--- src/rtl/popcount_neuron_sched.sv ---
// popcount_neuron_sched: time-multiplexes one external 27-input popcount core
// to evaluate a ternary neuron whose fan-in arrives as a stream of 27-bit
// chunks. Each chunk takes three cycles: accept (WAIT), add the positive
// popcount (POS), subtract the negative popcount (NEG). On the final chunk the
// saturated accumulator is compared against the thresholds sampled with the
// first chunk, and the result is held in OUT until the consumer takes it.
module popcount_neuron_sched #(
    parameter int MAX_CHUNKS = 8,
    parameter int ACC_W      = 10
) (
    input  logic                    clk,
    input  logic                    rst,
    input  logic                    in_valid,
    output logic                    in_ready,
    input  logic [26:0]             in_x,
    input  logic [26:0]             in_wpos,
    input  logic [26:0]             in_wneg,
    input  logic                    in_last,
    input  logic signed [ACC_W-1:0] cfg_thr_hi,
    input  logic signed [ACC_W-1:0] cfg_thr_lo,
    output logic [26:0]             pc_in,
    input  logic [4:0]              pc_out,
    output logic                    out_valid,
    input  logic                    out_ready,
    output logic [1:0]              out_act,
    output logic signed [ACC_W-1:0] out_acc,
    output logic                    out_ovf
);

    localparam int CNT_W = 8;
    // Six guard bits hold acc +/- 31 without wrap for any ACC_W.
    localparam int EXT_W = ACC_W + 6;
    localparam logic [CNT_W-1:0]        MAX_CNT     = CNT_W'(MAX_CHUNKS);
    localparam logic signed [EXT_W-1:0] ACC_MAX_EXT = EXT_W'((1 << (ACC_W - 1)) - 1);
    localparam logic signed [EXT_W-1:0] ACC_MIN_EXT = ~ACC_MAX_EXT;

    typedef enum logic [1:0] {
        ST_WAIT = 2'd0,
        ST_POS  = 2'd1,
        ST_NEG  = 2'd2,
        ST_OUT  = 2'd3
    } state_t;

    state_t                  state_q, state_d;
    logic signed [ACC_W-1:0] acc_q, acc_d;
    logic [CNT_W-1:0]        cnt_q, cnt_d;
    logic                    ovf_q, ovf_d;
    logic [26:0]             pc_in_q, pc_in_d;
    logic                    out_valid_q, out_valid_d;
    logic [1:0]              out_act_q, out_act_d;
    logic signed [ACC_W-1:0] out_acc_q, out_acc_d;
    logic [26:0]             neg_op_q, neg_op_d;
    logic                    last_q, last_d;
    logic signed [ACC_W-1:0] thr_hi_q, thr_hi_d;
    logic signed [ACC_W-1:0] thr_lo_q, thr_lo_d;

    logic signed [EXT_W-1:0] acc_ext;
    logic signed [EXT_W-1:0] pc_ext;
    logic signed [EXT_W-1:0] sum_pos;
    logic signed [EXT_W-1:0] sum_neg;
    logic [CNT_W-1:0]        cnt_inc;

    // Clamp a widened sum into the signed accumulator range.
    function automatic logic signed [ACC_W-1:0] sat_acc(input logic signed [EXT_W-1:0] v);
        if (v > ACC_MAX_EXT) begin
            return ACC_MAX_EXT[ACC_W-1:0];
        end
        if (v < ACC_MIN_EXT) begin
            return ACC_MIN_EXT[ACC_W-1:0];
        end
        return v[ACC_W-1:0];
    endfunction

    // True when sat_acc would clamp this value.
    function automatic logic sat_hit(input logic signed [EXT_W-1:0] v);
        return (v > ACC_MAX_EXT) || (v < ACC_MIN_EXT);
    endfunction

    // Ternary decision; +1 is tested first so it wins when the thresholds overlap.
    function automatic logic [1:0] ternary_act(input logic signed [ACC_W-1:0] a,
                                               input logic signed [ACC_W-1:0] hi,
                                               input logic signed [ACC_W-1:0] lo);
        if (a >= hi) begin
            return 2'b01;
        end
        if (a <= lo) begin
            return 2'b11;
        end
        return 2'b00;
    endfunction

    assign acc_ext = {{6{acc_q[ACC_W-1]}}, acc_q};
    assign pc_ext  = {{(EXT_W - 5){1'b0}}, pc_out};
    assign sum_pos = acc_ext + pc_ext;
    assign sum_neg = acc_ext - pc_ext;
    assign cnt_inc = cnt_q + {{(CNT_W - 1){1'b0}}, 1'b1};

    // Next-state and datapath updates for the WAIT/POS/NEG/OUT sequence.
    always_comb begin
        state_d     = state_q;
        acc_d       = acc_q;
        cnt_d       = cnt_q;
        ovf_d       = ovf_q;
        pc_in_d     = pc_in_q;
        out_valid_d = out_valid_q;
        out_act_d   = out_act_q;
        out_acc_d   = out_acc_q;
        neg_op_d    = neg_op_q;
        last_d      = last_q;
        thr_hi_d    = thr_hi_q;
        thr_lo_d    = thr_lo_q;

        case (state_q)
            ST_WAIT: begin
                if (in_valid) begin
                    // The positive operand goes straight into the core register;
                    // the negative one is parked until the NEG cycle.
                    pc_in_d  = in_x & in_wpos;
                    neg_op_d = in_x & in_wneg;
                    last_d   = in_last;
                    state_d  = ST_POS;
                    if (cnt_q == '0) begin
                        thr_hi_d = cfg_thr_hi;
                        thr_lo_d = cfg_thr_lo;
                        acc_d    = '0;
                        ovf_d    = 1'b0;
                    end
                end
            end
            ST_POS: begin
                acc_d = sat_acc(sum_pos);
                if (sat_hit(sum_pos)) begin
                    ovf_d = 1'b1;
                end
                pc_in_d = neg_op_q;
                state_d = ST_NEG;
            end
            ST_NEG: begin
                acc_d = sat_acc(sum_neg);
                if (sat_hit(sum_neg)) begin
                    ovf_d = 1'b1;
                end
                cnt_d   = cnt_inc;
                pc_in_d = '0;
                if (last_q || (cnt_inc == MAX_CNT)) begin
                    if (!last_q) begin
                        ovf_d = 1'b1;
                    end
                    out_valid_d = 1'b1;
                    out_acc_d   = acc_d;
                    out_act_d   = ternary_act(acc_d, thr_hi_q, thr_lo_q);
                    state_d     = ST_OUT;
                end else begin
                    state_d = ST_WAIT;
                end
            end
            ST_OUT: begin
                if (out_ready) begin
                    out_valid_d = 1'b0;
                    cnt_d       = '0;
                    state_d     = ST_WAIT;
                end
            end
            default: begin
                state_d = ST_WAIT;
            end
        endcase
    end

    // Control and output registers, cleared by the synchronous reset.
    always_ff @(posedge clk) begin
        if (rst) begin
            state_q     <= ST_WAIT;
            acc_q       <= '0;
            cnt_q       <= '0;
            ovf_q       <= 1'b0;
            pc_in_q     <= '0;
            out_valid_q <= 1'b0;
            out_act_q   <= 2'b00;
            out_acc_q   <= '0;
        end else begin
            state_q     <= state_d;
            acc_q       <= acc_d;
            cnt_q       <= cnt_d;
            ovf_q       <= ovf_d;
            pc_in_q     <= pc_in_d;
            out_valid_q <= out_valid_d;
            out_act_q   <= out_act_d;
            out_acc_q   <= out_acc_d;
        end
    end

    // Chunk operands and thresholds; always rewritten before use, so no reset.
    always_ff @(posedge clk) begin
        neg_op_q <= neg_op_d;
        last_q   <= last_d;
        thr_hi_q <= thr_hi_d;
        thr_lo_q <= thr_lo_d;
    end

    assign in_ready  = (state_q == ST_WAIT);
    assign pc_in     = pc_in_q;
    assign out_valid = out_valid_q;
    assign out_act   = out_act_q;
    assign out_acc   = out_acc_q;
    assign out_ovf   = ovf_q;

endmodule

--- config.mk ---
export PLATFORM = sky130hd
export DESIGN_NAME = popcount_neuron_sched
export DESIGN_NICKNAME = d
export VERILOG_FILES = /design/src/rtl/popcount_neuron_sched.sv
export SDC_FILE = /design/constraint.sdc
export NUM_CORES = 1
export LEC_CHECK = 0
export CAP_MARGIN = 20
export CORE_MARGIN = 5
export CORE_UTILIZATION = 40
export CTS_BUF_LIST = sky130_fd_sc_hd__clkbuf_8
export DETAILED_ROUTE_END_ITERATION = 6
export DONT_BUFFER_PORTS = 1
export PLACE_DENSITY = 0.58
export SKIP_CTS_REPAIR_TIMING = 1
export SLEW_MARGIN = 0
export SYNTH_ARGS = -nofsm -noshare
export SYNTH_HDL_FRONTEND = slang
export SYNTH_SLANG_ARGS = --single-unit
export TNS_END_PERCENT = 100
--- constraint.sdc ---
create_clock -name clk -period 4.57 [get_ports clk]
set_input_delay 0.914 -clock clk [delete_from_list [all_inputs] [get_ports clk]]
set_output_delay 0.914 -clock clk [all_outputs]
set_load 0.01 [all_outputs]
==> results.json, run 1 <==
{
  "status": "completed",
  "hold_path_end": "out_acc[2]",
  "postLayoutCellArea_um2": 6420,
  "fin_crit_sh_pct": 88.27,
  "synth_ff_type": "dfxtp_1",
  "relSlewSlack_pct": 40.28,
  "dieHeight_um": 132.9,
  "async_reset_ff_share_pct": 0,
  "rrSetupSlack_ns": 0.66,
  "seqPwrFrac_pct": 49.3,
  "viasPerCell": 5.664,
  "final_nets": 799,
  "die_x_um": 132.9,
  "whs_ns": 0.5268,
  "hpwl_um": 11320,
  "worstPathRequired_ns": 4.80,
  "switchingPower_uw": 879.1,
  "skew_ns": 0.01825,
  "grt_usage_pct": 16.97,
  "gp_congestion": 0.9312,
  "row_count": 45,
  "antenna_found_initial": 0,
  "drt_iter0_markers": 323,
  "synth_edf_count": 48,
  "n_antenna_cell": 0,
  "fp.dieArea_um2": 17670,
  "maxSlewViolCount": 0,
  "dr.pass1.iters": 4,
  "synthToLayoutAreaGrowth_pct": 6.232,
  "clk_path_buf_depth": 2,
  "syn_area_per_cell_um2": 9.074,
  "ant_nets": 0,
  "grt_max_degree": 67,
  "p_sw_share_pct": 34.52,
  "wl_per_cell_um": 18.02,
  "cellInternalPower_mw": 1.668,
  "combPwrFrac_pct": 26.8,
  "synth_cell_types": 71,
  "rsz0062_at_grt": "false",
  "grt_pass1_vias": 4924,
  "ff2ff_path_depth": 15,
  "cts_root_buf": "clkbuf_8",
  "ios": 153,
  "netlist_area_um2": 6043,
  "power_mw": 2.547,
  "hp-class": "reg2reg",
  "setup_viol": 0,
  "grt_first_pass_wirelength_um": 24640,
  "endpoint_kind": "flip-flop",
  "power_frac_clock_pct": 23.9,
  "tns_ns": 0,
  "leakage_nw": 2.425,
  "layout-drive-gt1-share_pct": 6.565,
  "h-tree-depth": 3,
  "drc": 0,
  "arrival_ns": 4.27,
  "max-vdd-ir-drop_uv": 204.9,
  "overflow": 0,
  "via_count": 4775,
  "routed_wirelength_um": 15200,
  "core_area_um2": 15030,
  "ys_warn_count": 0,
  "placed_area_um2": 6201,
  "syn_inst": 666,
  "syn_nets": 815,
  "clk_pin_slew_ns": 0.12,
  "criticalPathCategory": "in2reg",
  "min_path_cells": 2,
  "ys_seq_elements": 109,
  "cap_violations": 0,
  "initial_utilization_pct": 40.20,
  "max_clock_freq_mhz": 247.9,
  "r2r-end": "out_act[0]",
  "critPathMaxFanout": 6,
  "clk_latency_ns": 0.38,
  "fin_util_pct": 42.71,
  "hp-start": "out_acc[2]",
  "start_kind": "primary input",
  "crit_path_start": "pc_out[0]",
  "r2r-start": "acc_q[0]",
  "p_per_area_nw_per_um2": 396.7,
  "period_minus_slack_ns": 4.034,
  "cts_buffers": 9,
  "seq_area_frac_synth_pct": 44.06,
  "timing_hold_violations_final": 0,
  "tightest_slew_ns": 0.8958,
  "cts_tree": "built",
  "numPortBuffers": 0,
  "clkSinkCount": 109
}
layout by cell type (no fill, tap or decap), types with 6 or more instances in the layout:
master / count
o21ai_0: 16
nor2b_1: 10
nor3_1: 9
ha_1: 36
nand2b_1: 9
inv_1: 44
a211oi_1: 33
buf_4: 7
and2_1: 37
clkbuf_8: 9
nor2_1: 92
a21o_1: 6
a21oi_1: 50
nand2_1: 50
xnor2_1: 7
nand4_1: 7
dfxtp_1: 61
edfxtp_1: 48
nand3_1: 13
worst max-delay path by stage:
stage                       endpoint  cells past startpoint  slack, ns
after floorplan           out_act[0]                     14       0.46
after global placement    out_act[0]                     14       0.22
after detailed placement  out_act[0]                     14       0.17
after CTS                 out_act[0]                     14       0.58
after global routing      out_act[0]                     16       0.27
final                     out_act[0]                     14       0.54
through the flow:
step                instances  setup WS (ns)
finish                    843         0.5359
global route              843         0.2727
CTS                       842         0.5756
detailed placement        826         0.1688
global placement          826         0.2210
floorplan                 666         0.4626
critical path, stage by stage:
cell	delay, ns
ha_1	0.14
inv_1	0.06
fa_1	0.41
a211oi_1	0.34
or2_0	0.34
o31ai_1	0.12
a211oi_1	0.40
ha_1	0.33
nand4_1	0.11
nor3_1	0.06
or4b_2	0.60
a22oi_1	0.19
nor2b_1	0.16
a211oi_1	0.08
cells by family after synthesis:
| family | share of synthesized area [%] |
|---|---|
| and+or+nand+nor | 20.68 |
| AOI/OAI and AO/OA | 19.38 |
| DFF | 44.06 |
| buffers and inverters | 5.114 |
| adders and majority gates | 8.116 |
| xor gates and xnor gates | 1.449 |
| muxes | 1.201 |
synth_stat cells, types with 4 or more instances:
| master | n | area share [%] |
|---|---|---|
| a211oi_1 | 33 | 4.1 |
| a21o_1 | 6 | 0.75 |
| a21oi_1 | 51 | 4.2 |
| a221oi_1 | 5 | 0.72 |
| a22oi_1 | 4 | 0.50 |
| a32oi_1 | 4 | 0.58 |
| and2_1 | 37 | 3.8 |
| buf_2 | 4 | 0.33 |
| clkbuf_1 | 27 | 1.7 |
| dfxtp_1 | 61 | 20 |
| edfxtp_1 | 48 | 24 |
| ha_1 | 36 | 7.5 |
| inv_1 | 44 | 2.7 |
| mux2i_1 | 5 | 0.83 |
| nand2_1 | 50 | 3.1 |
| nand2b_1 | 9 | 0.93 |
| nand3_1 | 13 | 1.1 |
| nand4_1 | 7 | 0.72 |
| nor2_1 | 93 | 5.8 |
| nor2b_1 | 10 | 1.0 |
| nor3_1 | 9 | 0.75 |
| nor4_1 | 4 | 0.41 |
| o21a_1 | 4 | 0.50 |
| o21ai_0 | 16 | 1.3 |
| o21ai_1 | 4 | 0.33 |
| xnor2_1 | 7 | 1.0 |
final cells by class:
class                      instances  area, um^2
clock buffer                       9       123.9
clock inverter                     7       80.08
fill                            1435        8613
inverter                          44       165.2
multi-input combinational        478        3085
sequential                       109        2663
tap                              188       235.2
timing repair buffer               8       67.56
routing by layer:
layer	wire, um	part of all wire [%]	vias to the layer above	GRT usage, %
li1	-	-	2351	-
met1	6652	44	2238	21.82
met2	7120	47	161	27.79
met3	1090	7.2	25	4.563
met4	331	2.2	0	5.485
met5	0	0	-	0
flip-flops by register name, summed over array words and instances (netlist names), 2 cells and up:
name and flops:
pc_in 27, out_act 2, thr_hi_q 10, acc_q 10
state_q 2, neg_op_q 27, thr_lo_q 10, out_acc 10
cnt_q 8
power by group through the flow:
| stage | sequential (mW) | combinational [mW] | clock, mW |
|---|---|---|---|
| after floorplan | 1.25 | 0.518 | 0 |
| after global placement | 1.28 | 0.660 | 0 |
| after detailed placement | 1.28 | 0.674 | 0 |
| after CTS | 1.26 | 0.678 | 0.634 |
| after global routing | 1.27 | 0.770 | 0.676 |
| final | 1.26 | 0.681 | 0.610 |
(Power assumes the default switching activity.)
==> inputs of run 2 (changes only) <==
- GPL_ROUTABILITY_DRIVEN: not set -> 1
==> results of run 2 <==
Same layout as run 1: the final DEF is identical, and so are final timing and power.
